### config.mk
export PLATFORM = sky130hd
export DESIGN_NAME = dmem_arbiter
export DESIGN_NICKNAME = d
export VERILOG_FILES = /design/src/rtl/dmem_arbiter.sv
export SDC_FILE = /design/constraint.sdc
export NUM_CORES = 1
export LEC_CHECK = 0
export ABC_CLOCK_PERIOD_IN_PS = 4000
export CAP_MARGIN = 20
export CORE_MARGIN = 3
export CORE_UTILIZATION = 28
export DETAILED_ROUTE_END_ITERATION = 10
export PLACE_DENSITY = 0.72
export SYNTH_ARGS = -nofsm -noshare
export SYNTH_HDL_FRONTEND = slang
export SYNTH_SLANG_ARGS = --single-unit
### constraint.sdc
create_clock -name clk -period 4 [get_ports clk]
set_clock_uncertainty 0.05 [all_clocks]
set_input_delay 0.6 -clock clk [delete_from_list [all_inputs] [get_ports clk]]
set_output_delay 0.6 -clock clk [all_outputs]
set_load 0.01 [all_outputs]
### src/rtl/dmem_arbiter.sv
// dmem_arbiter: round-robin arbiter for two masters over one single-port data RAM with bounded burst locking.
// Optional saturating grant/conflict counters when DMEM_ARB_STATS_EN is defined.
module dmem_arbiter #(
  parameter int AW = 32,
  parameter int DW = 32,
  parameter int MAX_BURST = 4
) (
  input  logic          clk,
  input  logic          reset,
  input  logic          req0,
  input  logic          lock0,
  input  logic          we0,
  input  logic [AW-1:0] addr0,
  input  logic [DW-1:0] wdata0,
  output logic          gnt0,
  output logic          rvalid0,
  output logic [DW-1:0] rdata0,
  input  logic          req1,
  input  logic          lock1,
  input  logic          we1,
  input  logic [AW-1:0] addr1,
  input  logic [DW-1:0] wdata1,
  output logic          gnt1,
  output logic          rvalid1,
  output logic [DW-1:0] rdata1,
  output logic          mem_en,
  output logic          mem_we,
  output logic [AW-1:0] mem_addr,
  output logic [DW-1:0] mem_wdata,
  input  logic [DW-1:0] mem_rdata
`ifdef DMEM_ARB_STATS_EN
  ,
  output logic [15:0]   stat_gnt0,
  output logic [15:0]   stat_gnt1,
  output logic [15:0]   stat_conflict
`endif
);
  localparam logic [3:0] MB = 4'(MAX_BURST);
  logic last_gnt, lock_vld, lock_id, rd_vld, rd_id;
  logic [3:0] burst_cnt, nxt_cnt;
  logic [DW-1:0] rdata0_q, rdata1_q;
  logic lock_hit, sel, act, lk, keep_lock;
  always_comb begin
    lock_hit = lock_vld && (lock_id ? req1 : req0) && burst_cnt < MB;
    sel = lock_hit ? lock_id : (req0 && req1) ? ~last_gnt : req1;
    act = reset && (req0 || req1);
    gnt0 = act && !sel;
    gnt1 = act && sel;
    mem_en = act;
    mem_we = act && (sel ? we1 : we0);
    mem_addr = act ? (sel ? addr1 : addr0) : '0;
    mem_wdata = act ? (sel ? wdata1 : wdata0) : '0;
    lk = sel ? lock1 : lock0;
    // a new lock owner starts counting from zero
    nxt_cnt = ((lock_vld && lock_id == sel) ? burst_cnt : 4'd0) + 4'd1;
    keep_lock = act && lk && nxt_cnt != MB;
    rvalid0 = rd_vld && !rd_id;
    rvalid1 = rd_vld && rd_id;
    rdata0 = rvalid0 ? mem_rdata : rdata0_q;
    rdata1 = rvalid1 ? mem_rdata : rdata1_q;
  end
  always_ff @(posedge clk or negedge reset) begin
    if (!reset) begin
      last_gnt <= 1'b1;
      lock_vld <= 1'b0;
      lock_id <= 1'b0;
      burst_cnt <= '0;
      rd_vld <= 1'b0;
      rd_id <= 1'b0;
      rdata0_q <= '0;
      rdata1_q <= '0;
    end else begin
      if (rvalid0) rdata0_q <= mem_rdata;
      if (rvalid1) rdata1_q <= mem_rdata;
      rd_vld <= act && !mem_we;
      rd_id <= sel;
      if (act) last_gnt <= sel;
      lock_vld <= keep_lock;
      lock_id <= sel;
      burst_cnt <= keep_lock ? nxt_cnt : 4'd0;
    end
  end
`ifdef DMEM_ARB_STATS_EN
  always_ff @(posedge clk or negedge reset) begin
    if (!reset) begin
      stat_gnt0 <= '0;
      stat_gnt1 <= '0;
      stat_conflict <= '0;
    end else begin
      if (gnt0 && stat_gnt0 != 16'hFFFF) stat_gnt0 <= stat_gnt0 + 16'd1;
      if (gnt1 && stat_gnt1 != 16'hFFFF) stat_gnt1 <= stat_gnt1 + 16'd1;
      if (req0 && req1 && stat_conflict != 16'hFFFF) stat_conflict <= stat_conflict + 16'd1;
    end
  end
`endif
endmodule

==> results.toml <==
[timing]
rsz0062_at_grt = "no"
layout_min_cycle_time_ps = 3630
hold_viol = 0
fin_crit_sh_pct = 90.75
setup_viol = 0
clock.fmax_mhz = 275.5
drv_slew = 0
slew_headroom_pct = 40.51
fin_setup_tns_ps = 0
worst_pin_slew_ps = 892.3

[placement]
numPortBuffers = 301
placed_area_um2 = 6686
dpl.hpwl_um = 11900
place_congestion = 0.9055

[global_route]
grt_max_degree = 74
grt_pass1_vias = 3759
antenna_found_initial = 1
gr-total-overflow = 0
grt_first_pass_wirelength_um = 22440
grt_use_total_pct = 20.44

[logic_synthesis]
yosysTopAreaCell = "dfrtp_1"
yosys_most_used_dff = "dfrtp_1"
ys_seq_area_share_pct = 50.26
yosys.cell_types.count = 35
yosys_warnings = 0
synth_edf_count = 0
yosys.cell_count.top_type = "dfrtp_1"
syn_area_um2 = 3587
syn_inst = 272
synthTopCellsByArea = "dfrtp_1 (50%), mux2_2 (20%), a22o_1 (16%)"
synth_nets = 441
synth_area_per_cell_um2 = 13.19
synth_top_area_share_pct = 49.53
synth-async-reset-ratio_pct = 100.0
synth_common_cells = "dfrtp_1 (71), a22o_1 (64), mux2_2 (64), buf_6 (11), nand2_1 (6)"
ys_seq_elements = 72

[critical_path]
rr_endpoint = "burst_cnt[1]$_DFF_PN0_"
reg2regPathDepth = 8
r2r-start = "burst_cnt[3]$_DFF_PN0_"
cp_slowest_stage_delay_ps = 640
cp_data_arrival_time_ps = 2980
crit_type = "input port to primary output"
cp_cell_sequence = "clkdlybuf4s50_1 > nand2_1 > mux2_4 > and3_4 > a22o_1 > clkdlybuf4s50_1"
cp-end-kind = "primary output"
cp_data_required_time_ps = 3350
r2r_setup_slack_ps = 1420
crit_slowest_cell = "and3_4"
crit_family = "buffers and inverters"
start_kind = "input port"
cp.buffers_inverters = 2
cp_max_fo = 66
crit_top_cell = "clkdlybuf4s50_1"

[detailed_routing]
drt_iter0_markers = 229
drt-pass1-iter-count = 4
drc_errors = 0
antenna_left = 0
viasPerCell = 4.812
wl_per_cell_um = 20.04
vias = 3566
wl_um = 14850

[floorplan]
num_rows = 40
die_h_um = 119.2
die_w_um = 119.2
core_um2 = 12260
ios = 302
dieArea_um2 = 14210
initial_core_util_pct = 29.26

[finish]
fin_nets = 736
area.growth.synth_to_final_pct = 95.43
fin_util_pct = 57.17
fin_area_um2 = 7010
drive_gt1_share_pct = 16.61

[clocking]
clk_path_buf_depth = 2
postCtsSetupRepairBufs = 0
clk_latency_ps = 330
cts_hold_buf = 0
path_clk_slew_ps = 60
cts_tree = "done"
cts_made_buffers = 9
htreeDepth = 3
cts.sinks = 72
root_buffer = "clkbuf_16"
post_cts_resized = 0

[status]
outcome = "finished, final reports clean"

[pwr]
leakagePower_nw = 2.819
powerDensity_nw_per_um2 = 439.2
ir_drop_mv = 0.4144
total_power_mw = 3.079

[min_path]
worstHoldPathType = "input port to asynchronous set/reset pin"

[run]
drv_cap = 0
==> per-stage QoR <==
step | hold WS [ps] | worst slack, ps | cells
after floorplan | 254.4 | 1581 | 272
after global placement | 401.6 | 457.5 | 724
after detailed placement | 399.2 | 401.9 | 724
after CTS | 43.56 | 382.9 | 740
after global routing | 38.81 | 245.3 | 741
final | 48.44 | 369.9 | 741
==> where the power goes <==
part	switching (mW)	internal, mW
sequential	0.0520	0.927
combinational	0.478	0.769
clock	0.294	0.559
total	0.824	2.25
==> kinds of logic (layout without fill, tap and decap cells) <==
| family | Yosys count | after routing | share of synthesized area, % |
|---|---|---|---|
| flip-flops | 72 | 72 | 50.26 |
| AO/OA/AOI/OAI | 77 | 77 | 18.07 |
| adder cells (fa/ha/maj) | 1 | 1 | 0.3487 |
| buffers and inverters | 27 | 327 | 5.302 |
| AND/OR/NAND/NOR | 28 | 28 | 4.848 |
| XOR/XNOR | 1 | 1 | 0.2442 |
| multiplexers | 66 | 66 | 20.93 |
| other | 0 | 1 | 0 |
==> per-layer routing <==
| metal | global-route usage [%] | wire [um] | vias up |
|---|---|---|---|
| met3 | 8.927 | 1699 | 14 |
| met4 | 6.300 | 231 | 0 |
| met5 | 0 | 0 | - |
| li1 | - | - | 1626 |
| met2 | 34.69 | 7357 | 204 |
| met1 | 23.14 | 5558 | 1722 |
==> layout by cell type (no fill, tap or decap), types with 3 or more instances in the layout <==
cell type,count
mux2_2,64
clkdlybuf4s50_1,300
clkbuf_16,9
clkinv_2,3
inv_1,5
a22o_1,64
buf_4,4
dfrtp_1,71
a21oi_1,3
nand2b_1,3
o21ai_0,3
nand2_1,6
nor3_1,3
==> worst max-delay path by stage <==
stage / start / to / slack [ps] / cells after the start
after floorplan: req1 / burst_cnt[1]$_DFF_PN0_ / 1580 / 8
after global placement: req0 / mem_addr[4] / 460 / 6
after detailed placement: req0 / mem_addr[4] / 400 / 6
after CTS: req0 / mem_addr[4] / 380 / 6
after global routing: req0 / mem_addr[4] / 250 / 6
final: req0 / mem_addr[4] / 370 / 6
==> area by class of cell <==
class	count	area (um2)
diodes	1	2.502
clock buffers	10	239.0
clock inverters	6	82.58
fillers	1025	5251
inverters	5	18.77
multi-input cells	173	1597
flip-flops and latches	72	1803
well taps	168	210.2
repair buffers	306	3058
==> registers in the layout (all words and copies together), names as in the netlist <==
signal / cells
rd_vld: 1
rdata0_q: 32
rd_id: 1
rdata1_q: 32
burst_cnt: 4
last_gnt: 1
lock_vld: 1
No activity file was read; power rests on OpenSTA's default activity.
